$ cat src/rtl/random_word_pool.sv
// random_word_pool: samples a free-running 16-bit LFSR word once every SAMPLE_INTERVAL
// cycles, drops warm-up and repeated samples, and buffers accepted words in a small
// first-word-fall-through FIFO drained through a valid/ready handshake.
//
// Ports:
//   CLK         system clock, rising edge
//   reset_n     synchronous active-low reset
//   lfsr_in     upstream LFSR word, bit 0 is the MSB
//   out_data    FIFO head word (0 when empty)
//   out_valid   FIFO non-empty
//   out_ready   consumer accepts the head when out_valid is high
//   level       FIFO occupancy, 0..DEPTH
//   repeat_err  one-cycle pulse after a sample equal to the previous sample
//   stuck       sticky alarm after STUCK_LIMIT consecutive repeats; reset clears it
//   drop_count  (only with RANDOM_POOL_DROP_COUNT_EN) saturating count of accepted
//               samples lost to a full FIFO or the stuck alarm
//
// Optional feature macro: RANDOM_POOL_DROP_COUNT_EN.
module random_word_pool #(
  parameter int unsigned SAMPLE_INTERVAL = 16,
  parameter int unsigned DEPTH           = 4,
  parameter int unsigned WARMUP          = 2,
  parameter int unsigned STUCK_LIMIT     = 3
) (
  input  logic                     CLK,
  input  logic                     reset_n,
  input  logic [0:15]              lfsr_in,
  output logic [0:15]              out_data,
  output logic                     out_valid,
  input  logic                     out_ready,
  output logic [$clog2(DEPTH):0]   level,
  output logic                     repeat_err,
`ifdef RANDOM_POOL_DROP_COUNT_EN
  output logic [15:0]              drop_count,
`endif
  output logic                     stuck
);

  localparam int unsigned CntW  = (SAMPLE_INTERVAL > 1) ? $clog2(SAMPLE_INTERVAL) : 1;
  localparam int unsigned AddrW = $clog2(DEPTH);
  localparam int unsigned LvlW  = AddrW + 1;
  localparam int unsigned WarmW = $clog2(WARMUP + 2);
  localparam int unsigned RunW  = $clog2(STUCK_LIMIT + 2);

  logic [CntW-1:0]  cnt_q;
  logic [WarmW-1:0] warm_q;
  logic [RunW-1:0]  run_q, run_d;
  logic             have_last_q;
  logic [0:15]      last_q;
  logic             repeat_err_q;
  logic             stuck_q, stuck_d;
  logic [AddrW-1:0] wr_ptr_q, rd_ptr_q;
  logic [LvlW-1:0]  level_q, level_d;
  logic [0:15]      mem_q [DEPTH];

  logic sample, in_warmup, is_repeat, accept, full, pop, push;

  assign sample    = (cnt_q == CntW'(SAMPLE_INTERVAL - 1));
  assign in_warmup = (warm_q != '0);
  assign is_repeat = have_last_q && (lfsr_in == last_q);
  assign accept    = sample && !in_warmup && !is_repeat;
  assign full      = (level_q == LvlW'(DEPTH));
  assign pop       = out_valid && out_ready;
  // A pop on the same edge frees a slot, so a full FIFO can still take the new word.
  assign push      = accept && !stuck_q && (!full || pop);

  always_comb begin
    run_d = run_q;
    if (sample && !in_warmup) begin
      if (is_repeat) begin
        if (run_q != RunW'(STUCK_LIMIT)) run_d = run_q + RunW'(1);
      end else begin
        run_d = '0;
      end
    end
  end

  assign stuck_d = stuck_q || (run_d == RunW'(STUCK_LIMIT));

  always_comb begin
    level_d = level_q;
    case ({push, pop})
      2'b10:   level_d = level_q + LvlW'(1);
      2'b01:   level_d = level_q - LvlW'(1);
      default: level_d = level_q;
    endcase
  end

  always_ff @(posedge CLK) begin
    if (!reset_n) begin
      cnt_q        <= '0;
      warm_q       <= WarmW'(WARMUP);
      run_q        <= '0;
      have_last_q  <= 1'b0;
      last_q       <= '0;
      repeat_err_q <= 1'b0;
      stuck_q      <= 1'b0;
      wr_ptr_q     <= '0;
      rd_ptr_q     <= '0;
      level_q      <= '0;
    end else begin
      cnt_q        <= sample ? '0 : cnt_q + CntW'(1);
      run_q        <= run_d;
      stuck_q      <= stuck_d;
      repeat_err_q <= sample && !in_warmup && is_repeat;
      level_q      <= level_d;
      if (sample) begin
        last_q      <= lfsr_in;
        have_last_q <= 1'b1;
        if (in_warmup) warm_q <= warm_q - WarmW'(1);
      end
      if (push) wr_ptr_q <= wr_ptr_q + AddrW'(1);
      if (pop)  rd_ptr_q <= rd_ptr_q + AddrW'(1);
    end
  end

  // Storage needs no reset; the head is masked to zero while empty.
  always_ff @(posedge CLK) begin
    if (reset_n && push) mem_q[wr_ptr_q] <= lfsr_in;
  end

  assign out_valid  = (level_q != '0);
  assign out_data   = out_valid ? mem_q[rd_ptr_q] : '0;
  assign level      = level_q;
  assign repeat_err = repeat_err_q;
  assign stuck      = stuck_q;

`ifdef RANDOM_POOL_DROP_COUNT_EN
  logic [15:0] drop_count_q;

  always_ff @(posedge CLK) begin
    if (!reset_n) begin
      drop_count_q <= '0;
    end else if (accept && !push && (drop_count_q != 16'hFFFF)) begin
      drop_count_q <= drop_count_q + 16'd1;
    end
  end

  assign drop_count = drop_count_q;
`endif

endmodule

$ cat config.mk
export PLATFORM = sky130hd
export DESIGN_NAME = random_word_pool
export DESIGN_NICKNAME = d
export VERILOG_FILES = /design/src/rtl/random_word_pool.sv
export SDC_FILE = /design/constraint.sdc
export NUM_CORES = 1
export LEC_CHECK = 0
export BUFFER_PORTS_ARGS = -buffer_cell sky130_fd_sc_hd__buf_2
export CORE_MARGIN = 2
export CORE_UTILIZATION = 29
export CTS_BUF_LIST = sky130_fd_sc_hd__clkbuf_2 sky130_fd_sc_hd__clkbuf_4 sky130_fd_sc_hd__clkbuf_8
export DETAILED_ROUTE_END_ITERATION = 16
export GPL_TIMING_DRIVEN = 0
export SLEW_MARGIN = 20
export SYNTH_ARGS = -nofsm -noshare
export SYNTH_HDL_FRONTEND = slang
export SYNTH_SLANG_ARGS = --single-unit
$ cat constraint.sdc
create_clock -name CLK -period 2.6 [get_ports CLK]
set_input_delay 0.26 -clock CLK [delete_from_list [all_inputs] [get_ports CLK]]
set_output_delay 0.26 -clock CLK [all_outputs]
set_load 0.01 [all_outputs]
# == Word level (Yosys, flattened, before mapping) ==
# Memory sizes are Yosys's and may differ from the RTL's. A register that Yosys moved wholly into a read port is not among the register bits.
# Cells that the tools add are included.
# totals
register_bits,35
mem_count,1
wordCells,54
mem_bits_ro,0
latchBits,0
out_inout_bits,22
ram_bits,64
# classes
n_lt_le_gt_ge,0
shift,0
mux,9
n_div,0
n_addsub,7
n_reduce_logical,19
mul,0
bitwise_logic,1
n_eq_ne,7
# mem_list
name,depth,width,rd,rd_ports_with_merged_regs,write_ports,line_no,text
mem_q,4,16,1,1,1,54,logic [0:15] mem_q [DEPTH];
# ops
cell,count
$eq 16x16->1,1
$mux 16,1
$mux 3,3
$logic_and 1x1->1,8
$add 3x1->3 const B,2
$pmux 3 s2,1
$add 2x1->2 const B,2
$add 4x1->4 const B,1
$eq 4x4->1 const B,1
$logic_not 1->1,4
$mux 2,2
$reduce_bool 2->1,2
$eq 3x2->1 const B,1
$eq 3x3->1 const B,1
$ne 3x2->1 const B,1
$reduce_bool 3->1,1
$sub 3x1->3 const B,1
$eq 2x1->1 const B,1
$eq 2x2->1 const B,1
$logic_or 1x1->1,2
$mux 1,2
$reduce_and 2->1,1
$reduce_or 2->1,1
$sub 2x1->2 const B,1
$not 1->1,1

# == Logic depth before layout (Yosys ltp) ==
# logic_depth
depth_word,9
mapped_depth,12
mapped_depth_nobuf,11

# == Worst setup path before layout ==
# No wires, ideal clock.
# synth_timing
path_kind,register to register
start,register cnt_q[0]
end,register level_q[2] (netlist: level[2])
synth_period_minus_slack_ns,2.342
slack_ns,0.258
stages_incl_launch_ff,12
t_arrival_ns,2.267
setup_time_ns,0.074
t_required_ns,2.526
path_cell_list,dfxtp_1 > ha_1 > nand4_1 > buf_4 > nor2_1 > a21boi_1 > nor2_1 > fa_1 > nand2b_1 > nor3_1 > mux2i_1 > a31oi_1
# synth_via
elab_chain_len,7
word_cells_on_any_way,9
cone_classes,eq/ne (3); mux (1); reduce/logical (5)
# synth_rtl
item,line_no,text
start: declaration,45,logic [CntW-1:0] cnt_q;
start signal: assignment,102,cnt_q <= sample ? '0 : cnt_q + CntW'(1);
$eq 4x4->1 (*),58,assign sample = (cnt_q == CntW'(SAMPLE_INTERVAL - 1));
$logic_and 1x1->1 (*) (2 in a row),61,assign accept = sample && !in_warmup && !is_repeat;
$logic_and 1x1->1 (*) (2 in a row),65,assign push = accept && !stuck_q && (!full || pop);
$eq 2x1->1 / $eq 2x2->1 (equally long branches),82,"case ({push, pop})"
$pmux 3 s2 / $reduce_bool 2->1 (equally long branches),--,
end signal: assignment,106,level_q <= level_d;
end: declaration,53,"logic [LvlW-1:0] level_q, level_d;"
# Mark *: on every way between the ends. The rest lies on a longest branch, timed or not.
# A chain may end at the register's enable or synchronous reset.

# == Worst setup path in the final report ==
# layout_timing
start,register last_q[7] (netlist bit)
end,memory mem_q[0][11] (netlist bit) (enable)
# layout_via
elab_chain_len,9
# layout_rtl
item,line_no,text
start: declaration,49,logic [0:15] last_q;
start signal: assignment,108,last_q <= lfsr_in;
$eq 16x16->1,60,assign is_repeat = have_last_q && (lfsr_in == last_q);
$logic_and 1x1->1,60,
$logic_not 1->1,61,
$logic_and 1x1->1,61,
$logic_and 1x1->1 (2 in a row),65,
$logic_and 1x1->1,119,if (reset_n && push) mem_q[wr_ptr_q] <= lfsr_in;
$mux 1,119,
$mux 1 (not written as such),119,
end: declaration,54,
# Every way passes these cells.

==> summary.md <==
| Metric | Value |
|---|---|
| Crit-path max FO | 16 |
| H-tree depth | 3 |
| Sink Count | 101 |
| Antenna Cells | 0 |
| Number of flops mapped to enable cells by yosys | 64 |
| Routed WL | 8549 um |
| Final nets | 412 |
| Clock Skews | 0.009922 ns |
| Final setup vio count | 0 |
| Sequential share of the synthesized area | 61.82% |
| Status | complete, no violations |
| Gp weighted congestion | 0.7847 |
| Worst Setup End Kind | flip-flop |
| Arrival @ worst endpoint | 2.52 ns |
| Hold WS | 0.1603 ns |
| Clock buffer depth | 2 |
| Maximum operating frequency | 0.3973 GHz |
| Initial Util | 29.63% |
| Pins Over Slew Limit | 0 |
| First-pass GRT wire length | 14050 um |
| Dpl cells | 556 |
| NetSw | 741.1 uW |
| Synth top area share | 44.63% |
| Setup WS post-layout | 0.08270 ns |
| Peak VDD IR | 288.6 uV |
| Non-filler cells in the finished layout | 574 |
| Average vias per placed instance | 4.655 |
| Worst-path clk slew | 0.09 ns |
| DP Area | 0.004737 mm^2 |
| Pwr dens | 637.7 mW/mm^2 |
| Crit path time final | 2.517 ns |
| Post-Syn Area | 0.004307 mm^2 |
| CTS tree | yes |
| Post-DP HPWL | 5884 um |
| GRT Total Usage | 11.45% |
| Port Buf Inserts | 40 |
| First-pass iteration count of the detailed router | 4 |
| Clock power share | 33.5% |
| I/O pin cnt | 41 |
| Hold crit path type | input port to flip-flop |
| Largest net degree at the start of global routing | 17 |
| Antenna violations before repair | 0 |
| Top post-synthesis cells by area | edfxtp_1, dfxtp_1, mux4_2 |
| Switching Share | 23.30% |
| Area delta synth->final | 15.83% |
| CP required | 2.60 ns |
| DIE WIDTH | 125.9 um |
| Period utilization | 96.82% |
| Gate power share | 12.0% |
| Count of different cell masters after synthesis | 42 |
| Via count | 2672 |
| Met1 Wirelength | 3988 um |
| Slew @ Worst Pin | 0.7248 ns |
| Post-Syn Area per Cell | 12.97 um^2 |
| Avg WL per Cell | 14.89 um |
| Slew headroom | 51.31% |
| Num rows | 44 |
| CP Launch Type | flip-flop |
| CTS Buf Count | 9 |
| Antenna-violating nets left | 0 |
| Pre-CTS setup slack | -0.2818 ns |
| Die height | 125.9 um |
| Flop pwr share | 54.5% |
| Vias in the first global route | 2755 |
| Unrepaired setup endpoints after global routing | true |
| Core Area | 0.01453 mm^2 |
| Post-synth ARST share | 0% |
| Clock latency on the worst-skew pair | 0.36 ns |
| Crit Path Class | flip-flop to flip-flop |
| Cells after Synth | 332 |
| Routed wl met2 | 4016 um |
| Hold Vio Cnt, Final | 0 |
| Global route total overflow | 0 |
| Max-Cap Viols | 0 |
| Final core occ | 34.32% |
| Yosys warns | 0 |
| Fin area | 0.004989 mm^2 |
| Internal | 2440 uW |
| Top FF cell, synth | edfxtp_1 |
| Cell taking the most area after synthesis | edfxtp_1 |
| DRC violations left | 0 |
| Reg2reg setup slack | 0.08 ns |
| Full die area | 0.01584 mm^2 |
| Highest routed layer | met4 |
| Layout cell share with drive strength beyond 1 | 23.33% |
| Yosys reg bits | 101 |
| P_leak | 0.001735 uW |
| Clock root cell | clkbuf_8 |
| Synthesized Nets | 359 |
| Initial DRC Count | 207 |
| DR WL met3 | 345 um |
flip-flops by register name (all words and copies together) (netlist names), 2 cells and up, named ones only:
signal	count
level	3
rd_ptr_q	2
warm_q	2
run_q	3
mem_q	64
cnt_q	4
last_q	16
wr_ptr_q	2
timing repair:
| action | CTS | global route |
|---|---|---|
| hold buffers | 0 | 0 |
| endpoints found under the setup margin | 76 | 51 |
| resized for setup | 6 | 3 |
| setup buffers | 0 | 2 |
through the flow:
stage,TNS [ns],power (uW)
floorplan,0,2008
global placement,-12.81,2152
detailed placement,-17.21,2159
CTS,0,3218
global route,-0.2575,3326
finish,0,3181
layout by cell type (no fill, tap or decap), types with 11 or more instances in the layout:
cell type	n
buf_2	41
nand2_1	41
mux4_2	16
dfxtp_1	37
nor2_1	12
xor2_1	11
edfxtp_1	64
a21oi_1	27
and2_1	17
power by group through the flow:
| stage | sequential, uW | combinational, uW | clock (uW) |
|---|---|---|---|
| CTS | 1730 | 390 | 1090 |
| floorplan | 1770 | 237 | 0 |
| global route | 1740 | 427 | 1160 |
| detailed placement | 1770 | 389 | 0 |
| finish | 1730 | 383 | 1060 |
| global placement | 1770 | 383 | 0 |
cells by family (layout without fill, tap and decap cells):
logic type	count (synthesis)	count (layout)	synth area share, %
flip-flops	101	101	61.82
multiplexers	20	20	9.355
buffers and inverters	26	84	2.644
AND/OR/NAND/NOR	109	109	13.16
AO/OA/AOI/OAI	48	48	6.450
adder cells (fa/ha/maj)	8	8	2.498
XOR/XNOR	20	20	4.067
critical path, stage by stage, from the launching register on:
cell and delay [ns]:
dfxtp_1 0.33, xnor2_1 0.17, and3_1 0.20, and4_1 0.26, a211o_1 0.42, nor3_2 0.27, and2_2 0.52
metal layers:
layer,vias to the layer above,track usage [%]
met4,0,5.688
met1,1299,14.91
met3,13,2.591
li1,1310,-
met2,50,18.06
met5,-,0
cells in the mapped netlist, drive strengths merged, types with 7 or more instances:
master / instances
nor3: 7
a21oi: 27
o21ai: 7
inv: 10
xor2: 11
clkbuf: 12
xnor2: 9
edfxtp: 64
ha: 7
and2: 21
dfxtp: 37
nor2: 12
mux4: 16
nand2: 41
final timing paths:
path         startpoint      endpoint  cells past startpoint
max           last_q[7]  mem_q[0][11]                      6
min          lfsr_in[4]  mem_q[2][11]                      1
max reg2reg   last_q[7]  mem_q[0][11]                      6
min reg2reg  last_q[12]    last_q[12]                      2
layout make-up:
cell class / count / area, um^2
flip-flops and latches: 101 / 2663
well taps: 184 / 230.2
repair buffers: 42 / 215.2
inverters: 10 / 37.54
clock inverters: 5 / 75.07
plain buffers: 16 / 80.08
fillers: 1464 / 9545
multi-input cells: 205 / 1549
clock buffers: 11 / 138.9
No activity file was read; power rests on OpenSTA's default activity.
